## src/rtl/cheri_pkg.sv

```systemverilog
// cheri_pkg: shared widths and state encodings for the CHERI revocation-map blocks
package cheri_pkg;
  localparam int TSMAP_AW = 16;
  localparam int TSMAP_DW = 32;
  typedef enum logic {SWEEP, RUN} sweep_state_e;
endpackage

```

## src/rtl/cheri_tsmap_ctrl.sv

```systemverilog
// cheri_tsmap_ctrl: arbitrates one SRAM between the revocation read port, the clear sweep and a bus slave
module cheri_tsmap_ctrl
  import cheri_pkg::*;
#(
  parameter int TSMapSize = 1024
) (
  input  logic                clk_i,
  input  logic                rst_i,
  input  logic                tsmap_cs_i,
  input  logic [TSMAP_AW-1:0] tsmap_addr_i,
  output logic [TSMAP_DW-1:0] tsmap_rdata_o,
  input  logic                bus_req_i,
  input  logic                bus_we_i,
  input  logic [TSMAP_AW-1:0] bus_addr_i,
  input  logic [3:0]          bus_be_i,
  input  logic [TSMAP_DW-1:0] bus_wdata_i,
  output logic                bus_gnt_o,
  output logic                bus_rvalid_o,
  output logic [TSMAP_DW-1:0] bus_rdata_o,
  output logic                bus_err_o,
  output logic                mem_cs_o,
  output logic                mem_we_o,
  output logic [TSMAP_AW-1:0] mem_addr_o,
  output logic [3:0]          mem_be_o,
  output logic [TSMAP_DW-1:0] mem_wdata_o,
  input  logic [TSMAP_DW-1:0] mem_rdata_i,
  input  logic                init_req_i,
  output logic                init_busy_o
);
  localparam logic [TSMAP_AW:0] Size = (TSMAP_AW+1)'(TSMapSize);
  sweep_state_e state_q, state_d;
  logic [TSMAP_AW-1:0] cnt_q, cnt_d;
  logic run, last, rev_mem, sweep_wr, bus_mem;
  logic rev_q, rvalid_q, rd_q, err_q;
  assign run      = state_q == RUN;
  assign last     = {1'b0, cnt_q} == Size - 1'b1;
  assign rev_mem  = tsmap_cs_i & run & ~rst_i & ({1'b0, tsmap_addr_i} < Size);
  assign sweep_wr = ~tsmap_cs_i & ~run & ~rst_i;
  assign bus_gnt_o = bus_req_i & ~tsmap_cs_i & run & ~rst_i;
  assign bus_mem  = bus_gnt_o & ({1'b0, bus_addr_i} < Size);
  // grant excludes tsmap_cs_i and sweep only runs outside RUN, so these sources never overlap
  assign mem_cs_o    = rev_mem | sweep_wr | bus_mem;
  assign mem_we_o    = sweep_wr | (bus_mem & bus_we_i);
  assign mem_addr_o  = rev_mem ? tsmap_addr_i : sweep_wr ? cnt_q : bus_mem ? bus_addr_i : '0;
  assign mem_be_o    = sweep_wr ? 4'hF : bus_mem ? bus_be_i : 4'h0;
  assign mem_wdata_o = bus_mem ? bus_wdata_i : '0;
  assign init_busy_o = ~run;
  always_comb begin
    cnt_d   = sweep_wr ? (last ? '0 : cnt_q + 1'b1) : cnt_q;
    state_d = (run & init_req_i) ? SWEEP : (sweep_wr & last) ? RUN : state_q;
  end
  always_ff @(posedge clk_i) begin
    if (rst_i) begin
      state_q  <= SWEEP;
      cnt_q    <= '0;
      rev_q    <= 1'b0;
      rvalid_q <= 1'b0;
      rd_q     <= 1'b0;
      err_q    <= 1'b0;
    end else begin
      state_q  <= state_d;
      cnt_q    <= cnt_d;
      rev_q    <= rev_mem;
      rvalid_q <= bus_gnt_o;
      rd_q     <= bus_mem & ~bus_we_i;
      err_q    <= bus_gnt_o & ~bus_mem;
    end
  end
  // the map reads as cleared for the whole sweep, whatever the SRAM still holds
  assign tsmap_rdata_o = (rev_q & run & ~rst_i) ? mem_rdata_i : '0;
  assign bus_rvalid_o  = rvalid_q & ~rst_i;
  assign bus_rdata_o   = (rvalid_q & rd_q & ~rst_i) ? mem_rdata_i : '0;
  assign bus_err_o     = rvalid_q & err_q & ~rst_i;
endmodule

```

## config.mk

```make
export PLATFORM = sky130hd
export DESIGN_NAME = cheri_tsmap_ctrl
export DESIGN_NICKNAME = d
export VERILOG_FILES = /design/src/rtl/cheri_pkg.sv /design/src/rtl/cheri_tsmap_ctrl.sv
export SDC_FILE = /design/constraint.sdc
export NUM_CORES = 1
export LEC_CHECK = 0
export ABC_AREA = 1
export BUFFER_PORTS_ARGS = -buffer_cell sky130_fd_sc_hd__buf_2
export CAP_MARGIN = 20
export CORE_AREA = 4 4 87 89
export CTS_CLUSTER_DIAMETER = 60
export DETAILED_ROUTE_END_ITERATION = 8
export DIE_AREA = 0 0 91 93
export PLACE_DENSITY = 0.72
export SYNTH_ARGS = -nofsm -noshare
export SYNTH_HDL_FRONTEND = slang
export SYNTH_SLANG_ARGS = --single-unit
```

## constraint.sdc

```tcl
create_clock -name clk_i -period 2.2 [get_ports clk_i]
set_clock_uncertainty 0.2 [all_clocks]
set_input_delay 0.44 -clock clk_i [delete_from_list [all_inputs] [get_ports clk_i]]
set_output_delay 0.44 -clock clk_i [all_outputs]
set_load 0.02 [all_outputs]
```

==> results of run 1 <==
-- registers in the layout, summed over array words and instances, names as in the netlist --
register / flops
err_q: 1
cnt_q: 16
rvalid_q: 1
rd_q: 1
rev_q: 1
run: 1
-- where the power goes --
part	leakage [nW]	switching [mW]	internal, mW
clock	0.0228	0.127	0.129
sequential	0.170	0.00215	0.382
combinational	2.30	0.119	0.104
-- cells in the final DEF, fill, tap and decap left out, types with 3 or more instances in the layout --
master,synthesis,layout
sky130_fd_sc_hd__buf_4,2,27
sky130_fd_sc_hd__nand2_1,75,67
sky130_fd_sc_hd__nor2_4,2,27
sky130_fd_sc_hd__buf_6,3,39
sky130_fd_sc_hd__buf_12,0,3
sky130_fd_sc_hd__a21oi_1,5,5
sky130_fd_sc_hd__nand3_1,20,14
sky130_fd_sc_hd__nand3_2,0,6
sky130_fd_sc_hd__inv_2,4,3
sky130_fd_sc_hd__dfxtp_1,21,20
sky130_fd_sc_hd__inv_1,91,91
sky130_fd_sc_hd__xor2_1,4,4
sky130_fd_sc_hd__nor3_1,6,6
sky130_fd_sc_hd__o211ai_1,4,4
sky130_fd_sc_hd__nand2_2,0,7
sky130_fd_sc_hd__nor2_1,148,115
sky130_fd_sc_hd__o21ai_0,4,4
sky130_fd_sc_hd__nor2_2,1,9
sky130_fd_sc_hd__buf_2,5,182
sky130_fd_sc_hd__clkbuf_8,0,3
-- cell type report --
class / count / area, sq um
Tap cell: 80 / 100.1
Antenna cell: 2 / 5.005
Timing Repair Buffer: 255 / 1705
Multi-Input combinational cell: 277 / 1453
Clock buffer: 4 / 45.04
Sequential cell: 21 / 421.7
Fill cell: 625 / 2663
Inverter: 95 / 364.1
-- cell usage after synthesis --
cell	instances	area share [%]
sky130_fd_sc_hd__nand4_1	1	0.31
sky130_fd_sc_hd__o22ai_1	1	0.31
sky130_fd_sc_hd__o21ai_0	4	0.98
sky130_fd_sc_hd__xor2_1	4	1.7
sky130_fd_sc_hd__o21bai_1	1	0.37
sky130_fd_sc_hd__a21oi_1	5	1.2
sky130_fd_sc_hd__nand3_1	20	4.9
sky130_fd_sc_hd__o211ai_1	4	1.5
sky130_fd_sc_hd__nor2_4	2	1.1
sky130_fd_sc_hd__nand3b_1	1	0.37
sky130_fd_sc_hd__clkbuf_1	3	0.55
sky130_fd_sc_hd__nor2_1	148	27
sky130_fd_sc_hd__nand3_4	1	0.85
sky130_fd_sc_hd__inv_2	4	0.73
sky130_fd_sc_hd__nor3_4	1	0.79
sky130_fd_sc_hd__nor3_1	6	1.5
sky130_fd_sc_hd__buf_2	5	1.2
sky130_fd_sc_hd__nand2_1	75	14
sky130_fd_sc_hd__nor2_2	1	0.31
sky130_fd_sc_hd__buf_6	3	1.6
sky130_fd_sc_hd__inv_1	91	17
sky130_fd_sc_hd__dfxtp_1	21	20
sky130_fd_sc_hd__nor3_2	1	0.49
sky130_fd_sc_hd__buf_4	2	0.73
sky130_fd_sc_hd__ha_1	1	0.61
-- kinds of logic (layout without fill, tap and decap cells) --
| group | Yosys count | count (layout) | share of synthesized area (%) |
|---|---|---|---|
| AO/OA/AOI/OAI | 15 | 15 | 4.330 |
| flip-flops | 21 | 21 | 20.49 |
| AND/OR/NAND/NOR | 257 | 257 | 51.34 |
| buffers and inverters | 108 | 354 | 21.52 |
| other | 0 | 2 | 0 |
| XOR/XNOR | 4 | 4 | 1.707 |
| adder cells (fa/ha/maj) | 1 | 1 | 0.6097 |
-- routing by layer --
metal	up-vias	global-route usage (%)
met4	0	7.663
met2	151	38.20
met5	-	0
met1	1490	23.65
met3	35	5.310
li1	1667	-
-- timing repair --
action | in CTS | in global routing
pin swaps | 6 | 5
gates cloned | 1 | 4
gates resized for setup | 26 | 134
setup buffers | 2 | 0
setup endpoints to repair | 76 | 55
-- how the worst max path moves through the flow --
stage / startpoint / endpoint / slack, ns
after global placement: bus_addr_i[10] / mem_addr_o[7] / 0.005
final: bus_addr_i[12] / mem_wdata_o[29] / -0.04
after detailed placement: bus_addr_i[13] / mem_addr_o[9] / -0.02
after global routing: run / mem_wdata_o[4] / -0.11
after CTS: bus_addr_i[14] / mem_wdata_o[19] / 0.0004
after floorplan: rst_i / bus_rdata_o[10] / 0.10
-- metrics by stage --
stage	power (mW)	cell area, sq um
global placement	0.5834	3413
detailed placement	0.5849	3413
CTS	0.8431	3561
finish	0.8633	4094
global route	0.9121	4094
floorplan	0.4612	2054
==> impl_summary.txt, run 1 <==
----------------------------------------------------
[Run status]
  Status ... finished with violations
  Failing checks ... negative setup slack

[Detailed routing]
  Metal-1 WL ... 3.920 mm
  Top layer in use ... met4
  DRC violations left ... 0
  Routed length on met2 ... 5.451 mm
  Length of the first detailed-routing pass in iterations ... 4
  Post-detailed-route count of antenna-violating nets ... 0
  Total detailed-routing wirelength ... 10.74 mm
  DR iter-0 viols ... 83
  Wire length per cell ... 14.64 um
  Met3 wirelength from detailed routing ... 939 um
  Via count ... 3343
  Drt via density ... 4.554

[Synthesis]
  Synthesized Nets ... 513
  Count of synthesis-stage warnings from yosys ... 0
  Post-Syn Instances ... 406
  Flop and latch count out of synthesis ... 21
  Post-synthesis cell type count ... 25
  Average cell area after synthesis ... 5.054 sq um
  Post-synthesis cell area ... 2052 sq um
  Sequential area share after synthesis ... 20.49%

[Placement]
  Pre-CTS worst setup slack ... -0.02266 ns
  Dpl cells ... 721
  Final GP Congestion ... 0.9182
  Placed wire-length estimate ... 8.275 mm
  Count of input and output buffers ... 227

[STA]
  Unrepaired setup endpoints after global routing ... yes
  Total of endpoints with negative setup slack in the final report ... 29
  Worst hold margin ... 0.1440 ns
  Pin slew with the least headroom to its limit ... 0.3903 ns
  Final critical-path setup slack ... -0.04454 ns
  Final Cycle Share ... 102.0%
  Crit path time final ... 2.245 ns
  Pins Over Slew Limit ... 0
  Maximum clock rate ... 445.5 MHz
  Worst max-slew margin expressed relative to the limit ... 73.84%
  Final hold violation count ... 0
  Setup TNS Final ... -0.5131 ns

[CTS]
  Clock tree from TritonCTS ... built
  Clk root buf ... sky130_fd_sc_hd__clkbuf_8
  Htree depth ... 1
  Clock latency on the worst-skew pair ... 0.26 ns
  Hold buffer count at cts ... 0
  CTS clk-pin slew, worst paths ... 0.08 ns
  Total clock buffers created by CTS ... 3
  Number of sinks driven by the clock tree ... 21
  Clk buf depth ... 2

[Finish]
  Nets ... 760
  Area growth from synthesis to final layout ... 99.51%
  Layout cell share with drive strength beyond 1 ... 48.47%
  Number of standard cells in the layout, taps in and fillers out ... 734
  Final design utilization ... 60.59%

[Global routing]
  Initial antenna violation count ... 2
  First-pass GRT wire length ... 14.53 mm
  Overflow after GRT ... 0
  Number of global-route vias before repair ... 2985
  Total track usage ... 21.01%
  Maximum number of pins on one net before global-route repair ... 35

[Worst hold path]
  Critical hold path startpoint ... bus_we_i
  Worst min-delay path category ... in2reg
  Min-Delay Path Depth ... 2
  Hold Crit Endpoint ... rd_q

[Setup path]
  Critical path startpoint category ... input port
  Logic depth of the worst setup path including buffers ... 9
  Cell Chain, Critical Path ... buf_6 > nor2_2 > nand3_2 > nor3_4 > buf_6 > inv_8 > clkbuf_16 > nor2_2 > buf_4
  Number of cell instances on the worst register-to-register path ... 8
  Capture point of the worst reg-to-reg path ... cnt_q[7]
  Count of buffering cells on the critical path with inverters included ... 5
  Data required time at the worst endpoint ... 1.56 ns
  Worst r2r src ... cnt_q[0]
  Slowest CP cell ... sky130_fd_sc_hd__nor3_4
  Internal reg-to-reg setup slack ... 0.42 ns
  Type of the worst setup path ... in2out
  Critical path capture point type ... primary output
  Slowest stage delay, CP ... 0.22 ns
  Critical path peak fanout ... 8
  Cell family contributing the most delay on the critical path ... buffers and inverters
  Data arrival time at the worst-slack endpoint ... 1.60 ns

[Die]
  Width of the die ... 91 um
  Area inside the core boundary ... 6756 sq um
  Starting density of the core ... 30.37%
  Number of top-level pins ... 228
  Overall die area ... 8463 sq um
  Chip Height ... 93 um
  Standard-cell row count ... 30

[Power and ir drop]
  Static Leakage ... 2.494 nW
  Worst ir drop on vdd ... 180.2 uV
  Total power per unit cell area ... 210.9 nW/um^2

[Job]
  Maximum Capacitance Violations ... 0

----------------------------------------------------
No activity file was read; power rests on OpenSTA's default activity.
==> inputs of run 2 (changes only) <==
ABC_AREA = not set   (was 1)
CORE_AREA = 4 4 85 87   (was 4 4 87 89)
DIE_AREA = 0 0 89 91   (was 0 0 91 93)
PLACE_DENSITY = 0.73   (was 0.72)
==> impl_summary.txt, run 2 <==
----------------------------------------------------
[STA]
  Final hold violation count ... 0 (unchanged)
  Final Cycle Share ... 117.4% (+15 points)
  Worst max-slew margin expressed relative to the limit ... 70.06% (-3.8 points)
  Final critical-path setup slack ... -0.3827 ns (-0.3382 ns)
  Crit path time final ... 2.583 ns (+0.3382 ns)
  Unrepaired setup endpoints after global routing ... yes
  Pin slew with the least headroom to its limit ... 0.4479 ns (+0.05752 ns)
  Setup TNS Final ... -14.67 ns (-14.15 ns)
  Pins Over Slew Limit ... 0 (unchanged)
  Total of endpoints with negative setup slack in the final report ... 48 (+66%)
  Maximum clock rate ... 387.2 MHz (-13%)

[Job]
  Maximum Capacitance Violations ... 0 (unchanged)

[Run status]
  Failing checks ... negative setup slack
  Status ... finished with violations

[Power and ir drop]
  Static Leakage ... 2.332 nW (-6.5%)
  Worst ir drop on vdd ... 204.9 uV (+14%)
  Total power per unit cell area ... 210.0 nW/um^2 (-0.42%)
  Overall Power ... 0.8313 mW (-3.7%)

[Finish]
  Number of standard cells in the layout, taps in and fillers out ... 592 (-19%)
  Nets ... 623 (-18%)
  Most frequent cells in the layout ... sky130_fd_sc_hd__buf_2, sky130_fd_sc_hd__and3_1, sky130_fd_sc_hd__buf_6
  Area growth from synthesis to final layout ... 105.3%
  Top reg by flops ... cnt_q
  Fill cell count ... 537 (-14%)
  Layout cell share with drive strength beyond 1 ... 63.88% (+15 points)
  Antenna fix cells ... 0 (-2)
  Flip-flop count of the largest register after layout ... 16 (unchanged)
  Most common cell after layout, fill and taps aside ... sky130_fd_sc_hd__buf_2

[Detailed routing]
  Drt via density ... 5.025 (+10%)
  DRC violations left ... 0 (unchanged)
  Via count ... 2975 (-11%)
  Post-detailed-route count of antenna-violating nets ... 0 (unchanged)
  DR iter-0 viols ... 133 (+60%)
  Length of the first detailed-routing pass in iterations ... 4 (unchanged)
  Wire length per cell ... 16.72 um (+14%)
  Total detailed-routing wirelength ... 9.896 mm (-7.9%)

[Synthesis]
  Post-synthesis cell area ... 1928 sq um (-6.0%)
  Average cell area after synthesis ... 6.936 sq um (+37%)
  Flop and latch count out of synthesis ... 21 (unchanged)
  Area share of the largest cell type after synthesis ... 21.80% (-5.3 points)
  Most instantiated flip-flop cell in the synthesis netlist ... sky130_fd_sc_hd__dfxtp_1
  Count of synthesis-stage warnings from yosys ... 0 (unchanged)
  Post-Syn Instances ... 278 (-32%)
  Top cells by area, synth ... sky130_fd_sc_hd__dfxtp_1, sky130_fd_sc_hd__and3_1, sky130_fd_sc_hd__and2_1, sky130_fd_sc_hd__nor2_1, sky130_fd_sc_hd__clkbuf_1
  Most common cell in the synthesized netlist ... sky130_fd_sc_hd__and3_1
  Sequential area share after synthesis ... 21.80% (+1.3 points)
  Synthesized Nets ... 385 (-25%)
  Async set or reset register ratio after synthesis ... 0% (unchanged)
  Most area-hungry cell type in the Yosys netlist ... sky130_fd_sc_hd__dfxtp_1
  Number of enable-type register cells in the synthesized netlist ... 0 (unchanged)
  Most common library cells after synthesis ... sky130_fd_sc_hd__and3_1, sky130_fd_sc_hd__and2_1, sky130_fd_sc_hd__nor2_1
  Post-synthesis cell type count ... 35 (+40%)

[Placement]
  Final GP Congestion ... 0.9781 (+6.5%)
  Count of input and output buffers ... 227 (unchanged)
  Placed wire-length estimate ... 7.323 mm (-12%)
  Dpl cells ... 582 (-19%)

[Setup path]
  Number of cell instances on the worst register-to-register path ... 4 (-4)
  Slowest CP cell ... sky130_fd_sc_hd__or4_4
  Worst r2r src ... cnt_q[15]
  Endpoint of the worst setup timing path ... mem_wdata_o[9]
  Internal reg-to-reg setup slack ... 0.08 ns (-0.34 ns)
  Critical path peak fanout ... 7 (-1)
  Critical path startpoint category ... input port
  Cell family contributing the most delay on the critical path ... simple AND/OR/NAND/NOR gates
  Data required time at the worst endpoint ... 1.56 ns (about the same)
  Count of buffering cells on the critical path with inverters included ... 5 (unchanged)
  Most prevalent standard cell on the critical path ... sky130_fd_sc_hd__buf_6
  Critical path capture point type ... primary output
  Slowest stage delay, CP ... 0.56 ns (+0.34 ns)
  Logic depth of the worst setup path including buffers ... 8 (-1)
  Capture point of the worst reg-to-reg path ... cnt_q[1]
  Data arrival time at the worst-slack endpoint ... 1.94 ns (+0.34 ns)
  Type of the worst setup path ... in2out
  Cell Chain, Critical Path ... buf_6 > or4_4 > nor4_4 > buf_4 > buf_6 > buf_16 > and2_4 > buf_6
  First element of the critical path ... bus_addr_i[15]

[Global routing]
  First-pass GRT wire length ... 14.28 mm (-1.7%)
  Maximum number of pins on one net before global-route repair ... 35 (unchanged)
  Overflow after GRT ... 0 (unchanged)
  Initial antenna violation count ... 0 (-2)
  Number of global-route vias before repair ... 2849 (-4.6%)
  Total track usage ... 21.77% (+0.76 points)

[CTS]
  Clock latency on the worst-skew pair ... 0.26 ns (about the same)
  CTS clk-pin slew, worst paths ... 0.08 ns (about the same)
  Htree depth ... 1 (unchanged)
  Clock tree from TritonCTS ... built
  Clk root buf ... sky130_fd_sc_hd__clkbuf_8
  Number of sinks driven by the clock tree ... 21 (unchanged)
  Total clock buffers created by CTS ... 3 (unchanged)
  Clk buf depth ... 2 (unchanged)

[Die]
  Number of top-level pins ... 228 (unchanged)
  Area inside the core boundary ... 6350 sq um (-6.0%)
  Overall die area ... 8099 sq um (-4.3%)
  Width of the die ... 89 um (-2.2%)
  Chip Height ... 91 um (-2.2%)
  Standard-cell row count ... 29 (-3.3%)
  Starting density of the core ... 30.36% (about the same)

[Worst hold path]
  Worst min-delay path category ... in2reg

----------------------------------------------------
[run 2: per-stage QoR]
| stage | setup WS, ns | hold WS [ns] | instance area (sq um) | util, % |
|---|---|---|---|---|
| 6_report | -0.3827 | 0.1447 | 3959 | 62.34 |
| 5_1_grt | -0.4596 | 0.1418 | 3959 | 62.34 |
| 4_1_cts | -0.3940 | 0.1358 | 3836 | 60.41 |
| 3_5_place_dp | -0.4117 | 0.3250 | 3372 | 53.10 |
| 3_3_place_gp | -0.3907 | 0.3173 | 3372 | 53.10 |
| 2_1_floorplan | -0.1878 | 0.2868 | 2028 | - |
[run 2: cell families (layout without fill, tap and decap cells)]
logic type               count (synthesis)  in the layout  share of synthesized area (%)
AO/OA/AOI/OAI                           31             31                          10.25
flip-flops                              21             21                          21.80
adder cells (fa/ha/maj)                  1              1                         0.6488
buffers and inverters                   31            268                          6.295
XOR/XNOR                                10             10                          4.543
multiplexers                             1              1                         0.5192
AND/OR/NAND/NOR                        183            183                          55.94
[run 2: power breakdown]
part / switching, mW / total, mW / leakage [nW] / internal, mW
sequential: 0.00262 / 0.384 / 0.170 / 0.381
combinational: 0.0835 / 0.187 / 2.14 / 0.104
clock: 0.134 / 0.260 / 0.0255 / 0.126
total: 0.220 / 0.831 / 2.33 / 0.612
[run 2: area by class of cell]
class | instances | area (sq um) | area share [%]
multi-input combinational | 226 | 1620 | 40.93
clock inverter | 1 | 5.005 | 0.1264
inverter | 7 | 26.28 | 0.6637
tap | 77 | 96.34 | 2.434
clock buffer | 3 | 41.29 | 1.043
sequential | 21 | 421.7 | 10.65
timing repair buffer | 257 | 1748 | 44.15
[run 2: worst min path at each step]
stage	from	cells after the start	slack (ns)	endpoint
after CTS	bus_we_i	2	0.14	rd_q
after global placement	cnt_q[15]	2	0.32	cnt_q[15]
after floorplan	cnt_q[15]	2	0.29	cnt_q[15]
after detailed placement	cnt_q[15]	2	0.32	cnt_q[15]
after global routing	init_req_i	2	0.14	run
final	init_req_i	2	0.14	run
[run 2: layer usage]
metal	track usage, %	wire length (um)	up-vias
li1	-	-	1450
met1	26.07	3706	1332
met2	38.00	4840	173
met3	5.792	1139	20
met4	5.583	210	0
met5	0	0	-
[run 2: worst register-to-register path: cells and delay by family (launching register included)]
kind	cells	cell delay [ns]
AND/OR/NAND/NOR	2	1.05
AO/OA/AOI/OAI	2	0.41
flip-flops	1	0.34
[run 2: what timing repair did]
action / 4_1_cts / 5_1_grt
setup endpoints to repair: 85 / 63
resized for setup: 121 / 45
setup buffers: 5 / 0
gates cloned: 4 / 0
pin swaps: 22 / 10
hold buffers: 0 / 0
